## src/rtl/mem_access_pkg.sv

```systemverilog
// Shared core definitions for the load/store memory-access stage:
// load funct3 encodings, FSM state encoding, timeout default and alignment rule.
package mem_access_pkg;

    localparam int TIMEOUT_DEFAULT = 64;

    typedef enum logic [2:0] {
        F3_LB      = 3'd0,
        F3_LH      = 3'd1,
        F3_LW      = 3'd2,
        F3_LD      = 3'd3,
        F3_LBU     = 3'd4,
        F3_LHU     = 3'd5,
        F3_LWU     = 3'd6,
        F3_ILLEGAL = 3'd7
    } load_funct3_e;

    typedef enum logic {
        ST_IDLE = 1'b0,
        ST_WAIT = 1'b1
    } state_e;

    // A load is rejected when its byte offset is not a multiple of its width,
    // or when the width code is the unused encoding.
    function automatic logic load_is_bad(input logic [2:0] funct3, input logic [2:0] offset);
        logic bad;
        case (funct3)
            F3_LB, F3_LBU: bad = 1'b0;
            F3_LH, F3_LHU: bad = offset[0];
            F3_LW, F3_LWU: bad = |offset[1:0];
            F3_LD:         bad = |offset;
            default:       bad = 1'b1;
        endcase
        return bad;
    endfunction

endpackage

```

## src/rtl/mem_access_load_extract.sv

```systemverilog
// Selects the addressed lane of a doubleword read and sign- or zero-extends it
// according to the load width code.
module load_extract
    import mem_access_pkg::*;
(
    input  logic [63:0] i_rdata,
    input  logic [2:0]  i_funct3,
    input  logic [2:0]  i_offset,
    output logic [63:0] o_value
);

    logic [63:0] w_lane;

    // Shifting the addressed byte to bit 0 lets every width read from the bottom.
    assign w_lane = i_rdata >> {i_offset, 3'b000};

    always_comb begin
        o_value = '0;
        case (i_funct3)
            F3_LB:   o_value = {{56{w_lane[7]}},  w_lane[7:0]};
            F3_LH:   o_value = {{48{w_lane[15]}}, w_lane[15:0]};
            F3_LW:   o_value = {{32{w_lane[31]}}, w_lane[31:0]};
            F3_LD:   o_value = w_lane;
            F3_LBU:  o_value = {56'd0, w_lane[7:0]};
            F3_LHU:  o_value = {48'd0, w_lane[15:0]};
            F3_LWU:  o_value = {32'd0, w_lane[31:0]};
            default: o_value = '0;
        endcase
    end

endmodule

```

## src/rtl/mem_access.sv

```systemverilog
// Memory-access stage: passes ALU results to write-back in one cycle and
// performs blocking doubleword reads for loads, with alignment and timeout checks.
module mem_access
    import mem_access_pkg::*;
#(
    parameter int TIMEOUT = TIMEOUT_DEFAULT
) (
    input  logic        CLK,
    input  logic        reset,
    input  logic        ex_valid,
    input  logic [4:0]  ex_rd,
    input  logic [63:0] ex_result,
    input  logic        ex_write_back,
    input  logic        ex_load_flag,
    input  logic [2:0]  ex_funct3,
    output logic        mem_req,
    output logic [63:0] mem_addr,
    input  logic [63:0] mem_rdata,
    input  logic        mem_ack,
    output logic [4:0]  wb_rd,
    output logic [63:0] wb_value,
    output logic        wb_en,
    output logic        stall,
    output logic        load_err
);

    localparam int CNT_W = $clog2(TIMEOUT) + 1;

    state_e             r_state,      w_state_next;
    logic               r_mem_req,    w_mem_req_next;
    logic [63:0]        r_mem_addr,   w_mem_addr_next;
    logic [4:0]         r_wb_rd,      w_wb_rd_next;
    logic [63:0]        r_wb_value,   w_wb_value_next;
    logic               r_wb_en,      w_wb_en_next;
    logic               r_load_err,   w_load_err_next;
    logic [CNT_W-1:0]   r_count,      w_count_next;
    logic [4:0]         r_ld_rd,      w_ld_rd_next;
    logic [2:0]         r_ld_funct3,  w_ld_funct3_next;
    logic [2:0]         r_ld_offset,  w_ld_offset_next;

    logic               w_accept;
    logic [CNT_W-1:0]   w_count_inc;
    logic [63:0]        w_extracted;

    assign w_accept    = ex_valid && (r_state == ST_IDLE);
    assign w_count_inc = r_count + CNT_W'(1);

    load_extract u_load_extract (
        .i_rdata  (mem_rdata),
        .i_funct3 (r_ld_funct3),
        .i_offset (r_ld_offset),
        .o_value  (w_extracted)
    );

    always_comb begin
        // NOTE: every next-state signal gets a default first so no path leaves it unassigned (no latch).
        w_state_next     = r_state;
        w_mem_req_next   = r_mem_req;
        w_mem_addr_next  = r_mem_addr;
        w_wb_rd_next     = r_wb_rd;
        w_wb_value_next  = r_wb_value;
        w_wb_en_next     = 1'b0;
        w_load_err_next  = 1'b0;
        w_count_next     = r_count;
        w_ld_rd_next     = r_ld_rd;
        w_ld_funct3_next = r_ld_funct3;
        w_ld_offset_next = r_ld_offset;

        case (r_state)
            ST_IDLE: begin
                if (w_accept) begin
                    if (!ex_load_flag) begin
                        w_wb_rd_next    = ex_rd;
                        w_wb_value_next = ex_result;
                        w_wb_en_next    = ex_write_back && (ex_rd != 5'd0);
                    end else if (load_is_bad(ex_funct3, ex_result[2:0])) begin
                        w_load_err_next = 1'b1;
                    end else begin
                        w_state_next     = ST_WAIT;
                        w_mem_req_next   = 1'b1;
                        w_mem_addr_next  = {ex_result[63:3], 3'b000};
                        w_ld_rd_next     = ex_rd;
                        w_ld_funct3_next = ex_funct3;
                        w_ld_offset_next = ex_result[2:0];
                        w_count_next     = '0;
                    end
                end
            end

            ST_WAIT: begin
                // An ack in the final permitted cycle still wins over the timeout.
                if (mem_ack) begin
                    w_state_next    = ST_IDLE;
                    w_mem_req_next  = 1'b0;
                    w_wb_rd_next    = r_ld_rd;
                    w_wb_value_next = w_extracted;
                    w_wb_en_next    = (r_ld_rd != 5'd0);
                    w_count_next    = '0;
                end else if (w_count_inc == CNT_W'(TIMEOUT)) begin
                    w_state_next    = ST_IDLE;
                    w_mem_req_next  = 1'b0;
                    w_load_err_next = 1'b1;
                    w_count_next    = '0;
                end else begin
                    w_count_next    = w_count_inc;
                end
            end

            default: begin
                w_state_next   = ST_IDLE;
                w_mem_req_next = 1'b0;
            end
        endcase
    end

    always_ff @(posedge CLK) begin
        if (reset) begin
            r_state     <= ST_IDLE;
            r_mem_req   <= 1'b0;
            r_mem_addr  <= '0;
            r_wb_rd     <= '0;
            r_wb_value  <= '0;
            r_wb_en     <= 1'b0;
            r_load_err  <= 1'b0;
            r_count     <= '0;
            r_ld_rd     <= '0;
            r_ld_funct3 <= '0;
            r_ld_offset <= '0;
        end else begin
            // NOTE: non-blocking assignments so every register updates from pre-edge values.
            r_state     <= w_state_next;
            r_mem_req   <= w_mem_req_next;
            r_mem_addr  <= w_mem_addr_next;
            r_wb_rd     <= w_wb_rd_next;
            r_wb_value  <= w_wb_value_next;
            r_wb_en     <= w_wb_en_next;
            r_load_err  <= w_load_err_next;
            r_count     <= w_count_next;
            r_ld_rd     <= w_ld_rd_next;
            r_ld_funct3 <= w_ld_funct3_next;
            r_ld_offset <= w_ld_offset_next;
        end
    end

    assign mem_req  = r_mem_req;
    assign mem_addr = r_mem_addr;
    assign wb_rd    = r_wb_rd;
    assign wb_value = r_wb_value;
    assign wb_en    = r_wb_en;
    assign load_err = r_load_err;
    assign stall    = (r_state == ST_WAIT);

endmodule

```

## config.mk

```make
export PLATFORM = sky130hd
export DESIGN_NAME = mem_access
export DESIGN_NICKNAME = d
export VERILOG_FILES = /design/src/rtl/mem_access_pkg.sv /design/src/rtl/mem_access_load_extract.sv /design/src/rtl/mem_access.sv
export SDC_FILE = /design/constraint.sdc
export NUM_CORES = 1
export LEC_CHECK = 0
export CELL_PAD_IN_SITES_DETAIL_PLACEMENT = 0
export CELL_PAD_IN_SITES_GLOBAL_PLACEMENT = 2
export CORE_MARGIN = 3
export CORE_UTILIZATION = 23
export CTS_CLUSTER_DIAMETER = 60
export DETAILED_ROUTE_END_ITERATION = 10
export GPL_ROUTABILITY_DRIVEN = 1
export GPL_TIMING_DRIVEN = 0
export PLACE_DENSITY = 0.75
export SLEW_MARGIN = 10
export SYNTH_ARGS = -nofsm -noshare
export SYNTH_HDL_FRONTEND = slang
export SYNTH_SLANG_ARGS = --single-unit
```

## constraint.sdc

```tcl
create_clock -name CLK -period 1.78 [get_ports CLK]
set_input_delay 0.178 -clock CLK [delete_from_list [all_inputs] [get_ports CLK]]
set_output_delay 0.178 -clock CLK [all_outputs]
set_load 0.02 [all_outputs]
```

; ---- Yosys cells after proc, flatten, opt, wreduce, memory -nomap -nowiden
; Cells that the tools add are included.
[classes]
addsub = 1
eq_ne = 19
shift = 1
muxes = 41
n_bitwise = 2
n_reduce_logical = 15
[op_table]
columns = operator, count
row1 = 64-bit case mux with 7 select lines, 1
row2 = 64-bit two-way mux, 3
row3 = 64-bit case mux with 2 select lines, 1
row4 = 64-bit by 6-bit >> shifter with 64-bit output, 1
row5 = 7-bit two-way mux, 5
row6 = 1-bit two-way mux, 21
row7 = "3-bit equality test, second input constant", 6
row8 = 5-bit two-way mux, 3
row9 = 7-bit case mux with 2 select lines, 1
row10 = "3-bit by 2-bit equality test with 1-bit output, second input constant", 4
row11 = "2-bit != test, second input constant", 5
row12 = 5-bit case mux with 2 select lines, 1
row13 = 5-bit nonzero test, 2
row14 = 1-bit case mux with 2 select lines, 4
row15 = 4-bit AND reduction, 2
row16 = 2-bit OR reduction, 4
row17 = "7-bit by 1-bit adder with 7-bit output, second input constant", 1
row18 = "7-bit equality test, second input constant", 1
row19 = "3-bit by 1-bit equality test with 1-bit output, second input constant", 2
row20 = 3-bit zero test, 2
row21 = 3-bit AND reduction, 2
row22 = 1-bit case mux with 4 select lines, 1
row23 = "3-bit by 2-bit != test with 1-bit output, second input constant", 1
row24 = 3-bit OR reduction, 1
row25 = 2 further kinds, 4
[totals]
reg_bits = 152
wordCells = 90

; ---- Depth between registers and ports, before layout
; Gate-level depths: netlist of run 1.
[logic_depth]
depth_word = 10
depth_mapped = 9

; ---- Modules after synthesis
; Synthesis of run 1 repeated with hierarchy kept, for this count alone.
[hier_totals]
cells_unflattened = 1006
area_unflattened_um2 = 9275.1
[modules_own_cells]
columns = module, instances, cells_per_inst, area_per_inst_um2, seq_area_each_um2
row1 = mem_access, 1, 717, 6741.5, 3042.9
row2 = load_extract, 1, 289, 2533.7, 0.0

; ---- Least setup slack after synthesis of run 1
; No wires, ideal clock.
[synth_timing]
kind = register to register
start = register r_state, in the netlist stall
end = register r_wb_value[35], in the netlist wb_value[35]
setup_ns = 0.134
arrival_ns = 1.809
path_slack_ns = -0.163
stages_incl_launch_ff = 8
synth_period_minus_slack_ns = 1.943
path_cell_list = dfxtp_1 > buf_2 > or3b_1 > buf_2 > and2_1 > nor4_4 > buf_4 > a211oi_1
[synth_between]
elab_chain_len = 4
[synth_rtl]
columns = element, line
row1 = start: declaration, mem_access.sv:29  ; state_e r_state, w_state_next;
row2 = start signal: assignment, mem_access.sv:131  ; r_state <= w_state_next;
row3 = 1-bit NOT (no source line), --
row4 = 1-bit logical AND, mem_access.sv:45  ; assign w_accept = ex_valid && (r_state == ST_IDLE);
row5 = 2-bit != test (no source line), --
row6 = 3-bit AND reduction (no source line), --
row7 = end signal: assignment, mem_access.sv:135  ; r_wb_value <= w_wb_value_next;
row8 = end: declaration, mem_access.sv:33  ; logic [63:0] r_wb_value, w_wb_value_next;
; Several ways; a longest one is shown, not always the timed one.
; A chain may end at the register's enable or synchronous reset.

; ---- Final worst setup path of run 1
[layout_timing]
start = register r_ld_offset[1]
end = register r_wb_value[46], in the netlist wb_value[46]
[layout_between]
elab_chain_len = 4
[layout_rtl]
columns = element, line
row1 = start: declaration, mem_access.sv:39  ; logic [2:0] r_ld_offset, w_ld_offset_next;
row2 = start signal: assignment, mem_access.sv:141  ; r_ld_offset <= w_ld_offset_next;
row3 = 64-bit by 6-bit >> shifter with 64-bit output, mem_access_load_extract.sv:15  ; assign w_lane = i_rdata >> {i_offset, 3'b000};
row4 = 64-bit case mux with 7 select lines, mem_access_load_extract.sv:19  ; case (i_funct3)
row5 = 64-bit two-way mux, mem_access.sv:92  ; if (mem_ack) begin
row6 = 64-bit case mux with 2 select lines, mem_access.sv:69  ; case (r_state)
; No other way between the ends. The select of a mux whose other input is x is not followed.

==> run metrics, run 1 <==
outcome=finished with violations; violated checks=negative setup slack; hpwl dp=between 30000 and 40000 um; Setup TNS Final=-10690 ps; Min Hold Slack=9.39 ps; crit path DAT=2320 ps; number of max-cap violations=0; Ys Warns=0; Critical Path Start Type=register; Post-synth EDFFs=0; Yosys cell types=between 60 and 70; clk_lat worst skew=around 440 ps; critical path required time=between 2000 and 2500 ps; Sink Count=152; Fmax=around 500 MHz; drt via density=about 5; CTS tree=built; RSZ-0062 raised after global routing=true; syn_area_per_cell=roughly 8 um2; Max-slew headroom=between 40% and 50%; sequential area share after synthesis=between 30% and 40%; Worst VDD drop=between 0.6 and 0.7 mV; fin nets=1524; crit path cell chain=buf_8 -> mux2_4 -> o22ai_4 -> nor3_4 -> buf_12 -> nor3_4 -> buf_6 -> buf_8 -> a31oi_2; Final setup viols=63; die area=approximately 38000 um2; Area growth syn-to-layout=67.8%; number of max-slew violations in the final report=0; Core ar.=around 35000 um2; worst path bufs/invs=4; Antenna Nets Post-Route=0; worst reg2reg path depth=9; Reg-to-Reg End=wb_value[46]; H-tree levels=4; DRC=0; met3 Use GR=under 10%; Primary FF master, synth=dfxtp_1; die width=approximately 200 um; top-level I/O count=roughly 280; stages on the worst setup path=9; first-pass GRT wire length=63400 um; DR pass1 iterations=5; Slew @ Worst Pin=878 ps; FP Rows=a little under 70; r2r startpoint=r_ld_offset[1]; clk_skew=~7.5 ps; CTS Buf Count=17; grt total ovfl=0; initial DRC count=~700; Worst Setup EP=wb_value[46]; Crit Path Max Fanout=8; P_leak=between 4 and 5 nW; Mapped Cells=1034; Power Density=a little under 800 nW/um2; initial core utilization=between 20% and 30%; worst min path class=in -> reg; GR Util met2=35.7%; Synth async-reset ratio=0%; Clk pwr share=roughly 39%; met1 GRT Util=between 20 and 30%; Worst Setup SP=r_ld_offset[1]; Vias=around 9500; delay-heaviest family, CP=buffers and inverters; Routed WL=between 40000 and 50000 um; initial antenna violation count=4; layout cell share with drive strength beyond 1=21.8%; Mapped Area=8240 um2; largest net degree at the start of global routing=17; DP Worst Slack=-1200 ps; min cycle time layout=around 2000 ps; Setup crit end kind=register; Internal Power=between 0.007 and 0.008 W; Combinational Power Share=a little over a quarter; CP max stage cell=mux2_4; sequential power share=34.6%; Worst-path clk slew=around 70 ps; period utilisation layout=113%; CP max stage delay=350 ps; critical path type=reg -> reg; sw frac=just under 30%; overall die height=195 um; Final GP Congestion=about 0.95; number of global-route vias before repair=9344; Hold Fails Final Rpt=0; Root Buffer=clkbuf_16; Final WS setup=-231 ps; worst reg-to-reg setup slack=-230 ps; Final Power=about 0.011 W; maximum buffer depth of the clock tree=2; post-synthesis register bit count=approximately 150; Routed WL per cell=between 20 and 25 um; Psw=0.00318 W; PortBufs=274; gr busiest metal=met2; GRT Util Overall=between 20% and 30%
power by group through the flow:
stage | combinational [W] | clock (W) | sequential (W)
finish | 0.00279 | 0.00420 | 0.00370
global route | 0.00294 | 0.00444 | 0.00372
CTS | 0.00258 | 0.00428 | 0.00370
detailed placement | 0.00230 | 0 | 0.00377
global placement | 0.00230 | 0 | 0.00377
floorplan | 0.000904 | 0 | 0.00398
cell usage after synthesis (5+ instances only):
cell type  count  area [um2]
mux4_2         7         158
a21oi_1       92         460
o22ai_1       20         125
nand2b_1       8        50.1
buf_4          9        67.6
nor3_1        11        55.1
a221oi_1      10        87.6
nor2_1        85         319
a211oi_1      33         248
mux2_2        25         282
mux2i_1       35         350
a211o_1       22         193
dfxtp_1      152        3040
clkbuf_1      45         169
nand2_1      211         792
o21ai_0       58         290
o211ai_1      13        97.6
inv_1          7        26.3
a21o_1         5        37.5
buf_6          6        67.6
nor2b_1       22         138
nand3_1       18        90.1
o21bai_1      11        82.6
a31oi_1       27         169
buf_2         27         135
logic make-up (layout without fill, tap and decap cells):
| family | count (synthesis) | in the layout | synth area share, % |
|---|---|---|---|
| multiplexers | 69 | 69 | 9.95 |
| XOR/XNOR | 1 | 1 | 0.106 |
| buffers and inverters | 98 | 456 | 5.83 |
| AND/OR/NAND/NOR | 381 | 381 | 20.4 |
| adder cells (fa/ha/maj) | 1 | 1 | 0.152 |
| AO/OA/AOI/OAI | 331 | 331 | 26.6 |
| other | 1 | 4 | 0.0455 |
| flip-flops | 152 | 152 | 36.9 |
routing by layer:
layer  wire [um]  vias to the layer above
met1       19000                     4591
met3        4280                       67
met2       20200                      418
met5          34                        -
met4        1380                        6
li1            -                     4421
what timing repair did:
item	4_1_cts	5_1_grt
pin swaps	26	28
buffers inserted	33	14
cloned	4	6
resized for setup	182	109
endpoints found under the setup margin	146	145
hold buffers	0	0
through the flow:
stage	cell area (um2)	cells	util, %
3_5_place_dp	11600	1765	33.3
2_1_floorplan	8320	1036	-
4_1_cts	13200	1832	37.8
5_1_grt	13800	1850	39.6
6_report	13800	1850	39.6
3_3_place_gp	11600	1765	33.3
flip-flops by register name, summed over array words and instances (netlist names):
register / cells
stall: 1
r_count: 7
r_ld_funct3: 3
wb_rd: 5
r_ld_rd: 5
load_err: 1
wb_value: 64
wb_en: 1
mem_req: 1
r_ld_offset: 3
mem_addr: 61
how the worst min path moves through the flow:
| stage | from | end | cells after the start |
|---|---|---|---|
| floorplan | ex_rd[0] | r_ld_rd[0] | 2 |
| global placement | mem_addr[8] | mem_addr[8] | 2 |
| detailed placement | mem_addr[22] | mem_addr[22] | 2 |
| CTS | ex_result[0] | r_ld_offset[0] | 3 |
| global route | ex_result[1] | r_ld_offset[1] | 3 |
| finish | ex_result[1] | r_ld_offset[1] | 3 |
tightest hold or removal path, delay by kind of cell:
| family | cells | cell delay (ps) |
|---|---|---|
| AOI/OAI and AO/OA | 1 | 50 |
| buffers and inverters | 1 | 120 |
| and+or+nand+nor | 1 | 60 |
placed cells by master, fill, tap and decap left out, drive strengths merged, types with 4 or more instances in the layout:
master / count
clkbuf: 77
clkinv: 4
o21bai: 11
a21oi: 92
clkdlybuf4s50: 268
mux2: 27
o22ai: 23
buf: 88
dfxtp: 152
a211o: 22
o211ai: 13
o21ai: 59
nand3: 18
mux4: 7
nor4: 5
a31oi: 27
nor2b: 22
nand2: 212
mux2i: 35
nor2: 86
a21o: 5
a221oi: 13
a211oi: 33
nor3: 15
bufinv: 5
nand2b: 9
or3: 4
inv: 7
a2111oi: 5
area by class of cell:
cell class	instances	area, um2
Antenna cell	1	2.50
Buffer	86	767
Clock buffer	22	474
Timing Repair Buffer	330	3360
Inverter	8	31.3
Sequential cell	152	3050
Multi-Input combinational cell	786	5380
Tap cell	455	569
Clock inverter	10	191
Fill cell	3591	21100
Power figures use the tool's default switching activity.
==> run 2, diff against run 1 <==
- CELL_PAD_IN_SITES_DETAIL_PLACEMENT: 0 -> not set
- CELL_PAD_IN_SITES_GLOBAL_PLACEMENT: 2 -> not set
- CORE_UTILIZATION: 23 -> 35
- PLACE_DENSITY: 0.75 -> 0.65
==> run 2 against run 1 <==
Against the previous run: the run still ends with negative setup slack left; sequential cell count did not move; fmax rose by 2.0%; register-to-register slack improved by 40 ps; setup slack improved by 40 ps; cell count fell by 7.9%; global-route usage rose by 9.0 points; sequential share of layout area rose by 0.54 points; first-iteration DRC count rose by 12%; sequential power barely moved.
==> run metrics, run 2 (synthesized netlist as in run 1, its figures left out) <==
Sink Count=152; sw frac=30.4%; CP max stage delay=between 400 and 500 ps; min cycle time layout=slightly below 2000 ps; post-placement cell count=1623; outcome=finished with violations; Worst-path clk slew=roughly 60 ps; Setup TNS Final=-7650 ps; Worst VDD drop=between 0.6 and 0.7 mV; number of max-cap violations=0; Antenna Nets Post-Route=0; DP Worst Slack=-962 ps; die width=around 160 um; DRC=0; multi-input logic area=between 5000 and 6000 um2; Root Buffer=clkbuf_16; FP Rows=55; Setup crit end kind=register; GRT Util Overall=31.4%; H-tree levels=4; sequential power share=a little over a third; most frequent CP cell=buf_12; violated checks=negative setup slack; CTS tree=built; fin nets=around 1500; initial DRC count=slightly below 800; layout cell share with drive strength beyond 1=about a fifth; Internal Power=0.00731 W; Core ar.=between 20000 and 25000 um2; fill cell count=2093; max reg flops=64; drt via density=roughly 5.7; PortBufs=274; Area growth syn-to-layout=64.1%; Final GP Congestion=approximately 1; Clk pwr share=a little under two fifths; Routed WL=just over 40000 um; number of max-slew violations in the final report=0; hpwl dp=slightly above 30000 um; worst min path class=in -> reg; Psw=0.00320 W; overall die height=~160 um; FF/Latch Area=3050 um2; grt total ovfl=0; first-pass GRT wire length=61100 um; Power Density=about 780 nW/um2; P_leak=between 4 and 5 nW; Final Power=0.0105 W; top-level I/O count=279; CP max stage cell=dfxtp_4; DR pass1 iterations=5; crit path cell chain=buf_8 -> buf_12 -> buf_12 -> mux2i_4 -> nor2_2 -> a21oi_2 -> o311a_1 -> a221oi_4; initial antenna violation count=0; delay-heaviest family, CP=compound AO/OA/AOI/OAI gates; clk_skew=roughly 11 ps; commonest cells after routing, fill and taps aside=clkdlybuf4s50_1 (269), nand2_1 (208), dfxtp_1 (149); Routed WL per cell=approximately 24 um; die area=25400 um2; most common cell after layout, fill and taps aside=clkdlybuf4s50_1; largest net degree at the start of global routing=17; RSZ-0062 raised after global routing=true; maximum buffer depth of the clock tree=2; clk_lat worst skew=roughly 440 ps; Critical Path Start Type=register; Crit Path Max Fanout=10; Fmax=~500 MHz; Slew @ Worst Pin=between 800 and 900 ps; Max-slew headroom=around two fifths; Final setup viols=72; fin cells=~1700; period utilisation layout=111%; cts hold-fix bufs=0; critical path type=reg -> reg; crit path DAT=about 2300 ps; critical path required time=2070 ps; Hold Fails Final Rpt=0; initial core utilization=approximately 36%; CTS Buf Count=17; Vias=approximately 9800; Final WS setup=-191 ps; number of global-route vias before repair=about 9800; Combinational Power Share=about a quarter; worst path bufs/invs=3; Final Core Density=between 50% and 60%; worst reg-to-reg setup slack=-190 ps
[run 2: cell types whose count changed in the layout (fill, tap and decap cells not counted), sizes merged]
cell / delta
buf: +4
bufinv: -1
clkbuf: -13
clkdlybuf4s15: -3
clkdlybuf4s50: +1
clkinv: +2
clkinvlp: -2
dlygate4sd2: +4
dlymetal6s2s: -1
inv: +4
[run 2: per-stage QoR]
step,hold WS (ps),instance area (um2)
finish,203,13500
CTS,185,13300
global placement,441,11500
global route,213,13500
floorplan,314,8320
detailed placement,447,11500
[run 2: cell type report]
cell class | instances | share of cell area [%]
clock inverter | 13 | 1.42
timing repair buffer | 324 | 24.2
buffer | 87 | 5.20
clock buffer | 19 | 3.28
tap | 313 | 2.90
sequential | 152 | 22.6
inverter | 8 | 0.259
antenna | 1 | 0.0185
multi-input combinational | 786 | 40.2
[run 2: per-layer routing]
metal	share of wire [%]	routed length, um	track usage, %
met1	40	16700	38.8
met2	46	18900	51.0
met3	9.7	4000	9.00
met4	4.4	1840	13.6
met5	0	0	0
[run 2: repair_timing]
item,in CTS,in global routing
setup buffers,45,2
pin swaps,34,11
setup endpoints to repair,146,138
cloned,5,0
gates resized for setup,214,45
[run 2: power groups by stage]
stage / logic (W) / registers, W / clock network (W)
finish: 0.00277 / 0.00371 / 0.00403
floorplan: 0.000904 / 0.00398 / 0
CTS: 0.00267 / 0.00371 / 0.00404
detailed placement: 0.00225 / 0.00378 / 0
global route: 0.00290 / 0.00372 / 0.00417
global placement: 0.00225 / 0.00377 / 0
[run 2: worst paths after layout]
path / to / cells after the start / start
setup / recovery: wb_value[21] / 8 / r_ld_offset[1]
hold / removal: r_ld_funct3[1] / 3 / ex_funct3[1]
setup reg to reg: wb_value[21] / 8 / r_ld_offset[1]
hold reg to reg: mem_addr[52] / 2 / mem_addr[52]
[run 2: worst register-to-register path: stages, from the launching register on]
cell and delay [ps]:
dfxtp_4 440, buf_8 170, buf_12 160, buf_12 180, mux2i_4 290, nor2_2 60, a21oi_2 220, o311a_1 240
a221oi_4 80
==> run 3, diff against run 2 <==
- ABC_AREA: not set -> 1
- PLACE_DENSITY: 0.65 -> 0.64
==> run 3 against run 2 <==
Against the previous run: sequential share of layout area increased by 1.2 points; critical path depth increased by 2; worst hold slack got worse by 27 ps; the run now ends clean; highest routed layer unchanged; sequential power about the same; global-route usage decreased by 2.7 points; largest cell class unchanged; largest power group is now sequential cells; critical endpoint is now wb_value[36].
==> run metrics, run 3 <==
P_leak=between 5 and 6 nW; commonest cells after routing, fill and taps aside=nand2_1 (280), clkdlybuf4s50_1 (273), a21oi_1 (178); Min Hold Slack=176 ps; multi-input logic area=approximately 4900 um2; most frequent CP cell=nand2_1; Critical Path Start Type=register; stages on the worst setup path=10; clk_skew=12.4 ps; Final WS setup=around 21 ps; Final Core Density=a little over half; number of max-cap violations=0; grt total ovfl=0; DRC=0; crit path cell chain=buf_8 -> clkinv_8 -> buf_12 -> clkbuf_16 -> nand2_1 -> nand2_2 -> o211ai_1 -> nand4_1 -> nand2_1 -> a21oi_1; Sink Count=152; Setup TNS Final=0 ps; Ys Warns=0; Antenna Nets Post-Route=0; worst reg2reg path depth=10; CP max stage delay=around 350 ps; PortBufs=approximately 270; Mapped Area=approximately 8400 um2; largest net degree at the start of global routing=19; top cell type's share of synthesized area=between 30% and 40%; initial DRC count=about 900; Worst-path clk slew=~70 ps; Max-slew headroom=about 46%; initial core utilization=35.8%; synth cell count leaders=nand2_1 (301), a21oi_1 (190), o21ai_0 (168); delay-heaviest family, CP=buffers and inverters; top-level I/O count=approximately 280; Worst Setup SP=r_ld_offset[0]; GRT Util Overall=between 20% and 30%; Mapped Cells=roughly 1300; Placed Area=11600 um2; syn_area_per_cell=about 6.6 um2; CTS tree=built; drt via density=around 5.4; clk_lat worst skew=approximately 440 ps; Final Cell Area=roughly 13000 um2; first-pass GRT wire length=57900 um; Area growth syn-to-layout=52.2%; Fmax=approximately 570 MHz; DP Worst Slack=-848 ps; CP max stage cell=dfxtp_2; die width=between 150 and 200 um; worst path bufs/invs=4; most common cell after layout, fill and taps aside=nand2_1; Final GP Congestion=between 0.9 and 1; worst min path class=in -> reg; critical path type=reg -> reg; hpwl dp=30800 um; H-tree levels=4; Vias=between 10000 and 15000; Routed WL per cell=20.5 um; Worst VDD drop=roughly 0.58 mV; Root Buffer=clkbuf_16; number of global-route vias before repair=just under 10000; Primary FF master, synth=dfxtp_1; Slew @ Worst Pin=809 ps; Synth async-reset ratio=0%; cts hold-fix bufs=0; most common cell in the netlist=nand2_1; outcome=finished, final reports clean; ANT cells=0; Post-synth EDFFs=0; max reg flops=64; critical path required time=between 2000 and 2500 ps; overall die height=between 150 and 200 um; Yosys cell types=37; Setup crit end kind=register; Hold Fails Final Rpt=0; die area=26000 um2; FF/Latch Area=~3000 um2; maximum buffer depth of the clock tree=2; Reg-to-Reg End=wb_value[36]; post-synthesis register bit count=approximately 150; area leader, netlist=dfxtp_1; r2r startpoint=r_ld_offset[0]; RSZ-0062 raised after global routing=true; fill cell count=between 2000 and 2500; min cycle time layout=~1800 ps; sequential area share after synthesis=36.1%; period utilisation layout=between 90 and 100%; Worst Setup EP=wb_value[36]; worst reg-to-reg setup slack=around 21 ps; crit path DAT=2080 ps; Routed WL=39100 um; Crit Path Max Fanout=6; fin nets=between 1500 and 2000; Power Density=about 800 nW/um2; number of max-slew violations in the final report=0; top cells by area in the synthesized netlist=dfxtp_1 (36%), nand2_1 (13%), a21oi_1 (11%), o21ai_0 (10%), nand4_1 (5.6%); CTS Buf Count=17; initial antenna violation count=0; Core ar.=between 20000 and 25000 um2; layout cell share with drive strength beyond 1=between 10% and 20%; FP Rows=56; DR pass1 iterations=5; Final setup viols=0
run 3: changes by cell type after synthesis, sizes merged, moves of 23 or more:
cell	before	now
a211oi	33	3
a21oi	92	199
inv	7	64
mux2	27	0
mux2i	35	3
nand2	212	305
nand3	18	81
nand4	1	75
nor2	86	38
o21ai	59	175
o22ai	23	0
run 3: per-stage QoR:
step / power (W) / instances
CTS: 0.0101 / 1899
global placement: 0.00639 / 1866
global route: 0.0107 / 1907
finish: 0.0103 / 1907
detailed placement: 0.00638 / 1866
floorplan: 0.00510 / 1273
run 3: logic make-up after synthesis:
| logic type | count (synthesis) | share of synthesized area, % |
|---|---|---|
| AO/OA/AOI/OAI | 416 | 26.3 |
| XOR/XNOR | 4 | 0.416 |
| adder cells (fa/ha/maj) | 1 | 0.148 |
| buffers and inverters | 186 | 9.79 |
| flip-flops | 152 | 36.1 |
| multiplexers | 3 | 0.356 |
| other | 1 | 0.0445 |
| AND/OR/NAND/NOR | 508 | 26.8 |
run 3: worst register-to-register path, cell delays in order (launching register included):
cell and delay [ps]:
dfxtp_2 350, buf_8 150, clkinv_8 70, buf_12 140, clkbuf_16 160, nand2_1 70
nand2_2 130, o211ai_1 300, nand4_1 140, nand2_1 70, a21oi_1 70
run 3: layout make-up:
| cell class | count | area share, % |
|---|---|---|
| multi-input cells | 935 | 38.1 |
| flip-flops and latches | 152 | 23.8 |
| repair buffers | 283 | 22.2 |
| plain buffers | 122 | 6.12 |
| clock buffers | 17 | 3.32 |
| well taps | 319 | 3.11 |
| inverters | 64 | 2.04 |
| clock inverters | 15 | 1.35 |
run 3: worst min path at each step:
stage	start	end	cells past startpoint
4_1_cts	ex_load_flag	wb_en	4
3_3_place_gp	mem_addr[36]	mem_addr[36]	2
2_1_floorplan	ex_result[11]	mem_addr[11]	2
3_5_place_dp	mem_addr[41]	mem_addr[41]	2
5_1_grt	ex_result[0]	r_ld_offset[0]	3
6_report	ex_result[0]	r_ld_offset[0]	3
run 3: metal layers:
metal,up-vias,track usage (%),part of all wire [%]
met4,0,6.45,1.9
met3,51,4.41,6.1
met5,-,0,0
li1,4980,-,-
met1,4886,39.1,44
met2,404,48.3,48
run 3: where the power goes:
part	internal, W	switching (W)	leakage, nW	total (W)
Clock	0.00190	0.00179	0.295	0.00369
Sequential	0.00360	0.000115	1.25	0.00372
Combinational	0.00119	0.00171	3.47	0.00290
run 3: what timing repair did:
item	4_1_cts	5_1_grt
endpoints found under the hold margin	0	0
setup endpoints to repair	101	115
cloned	0	4
resized for setup	95	173
setup buffers	1	4
pin swaps	4	19
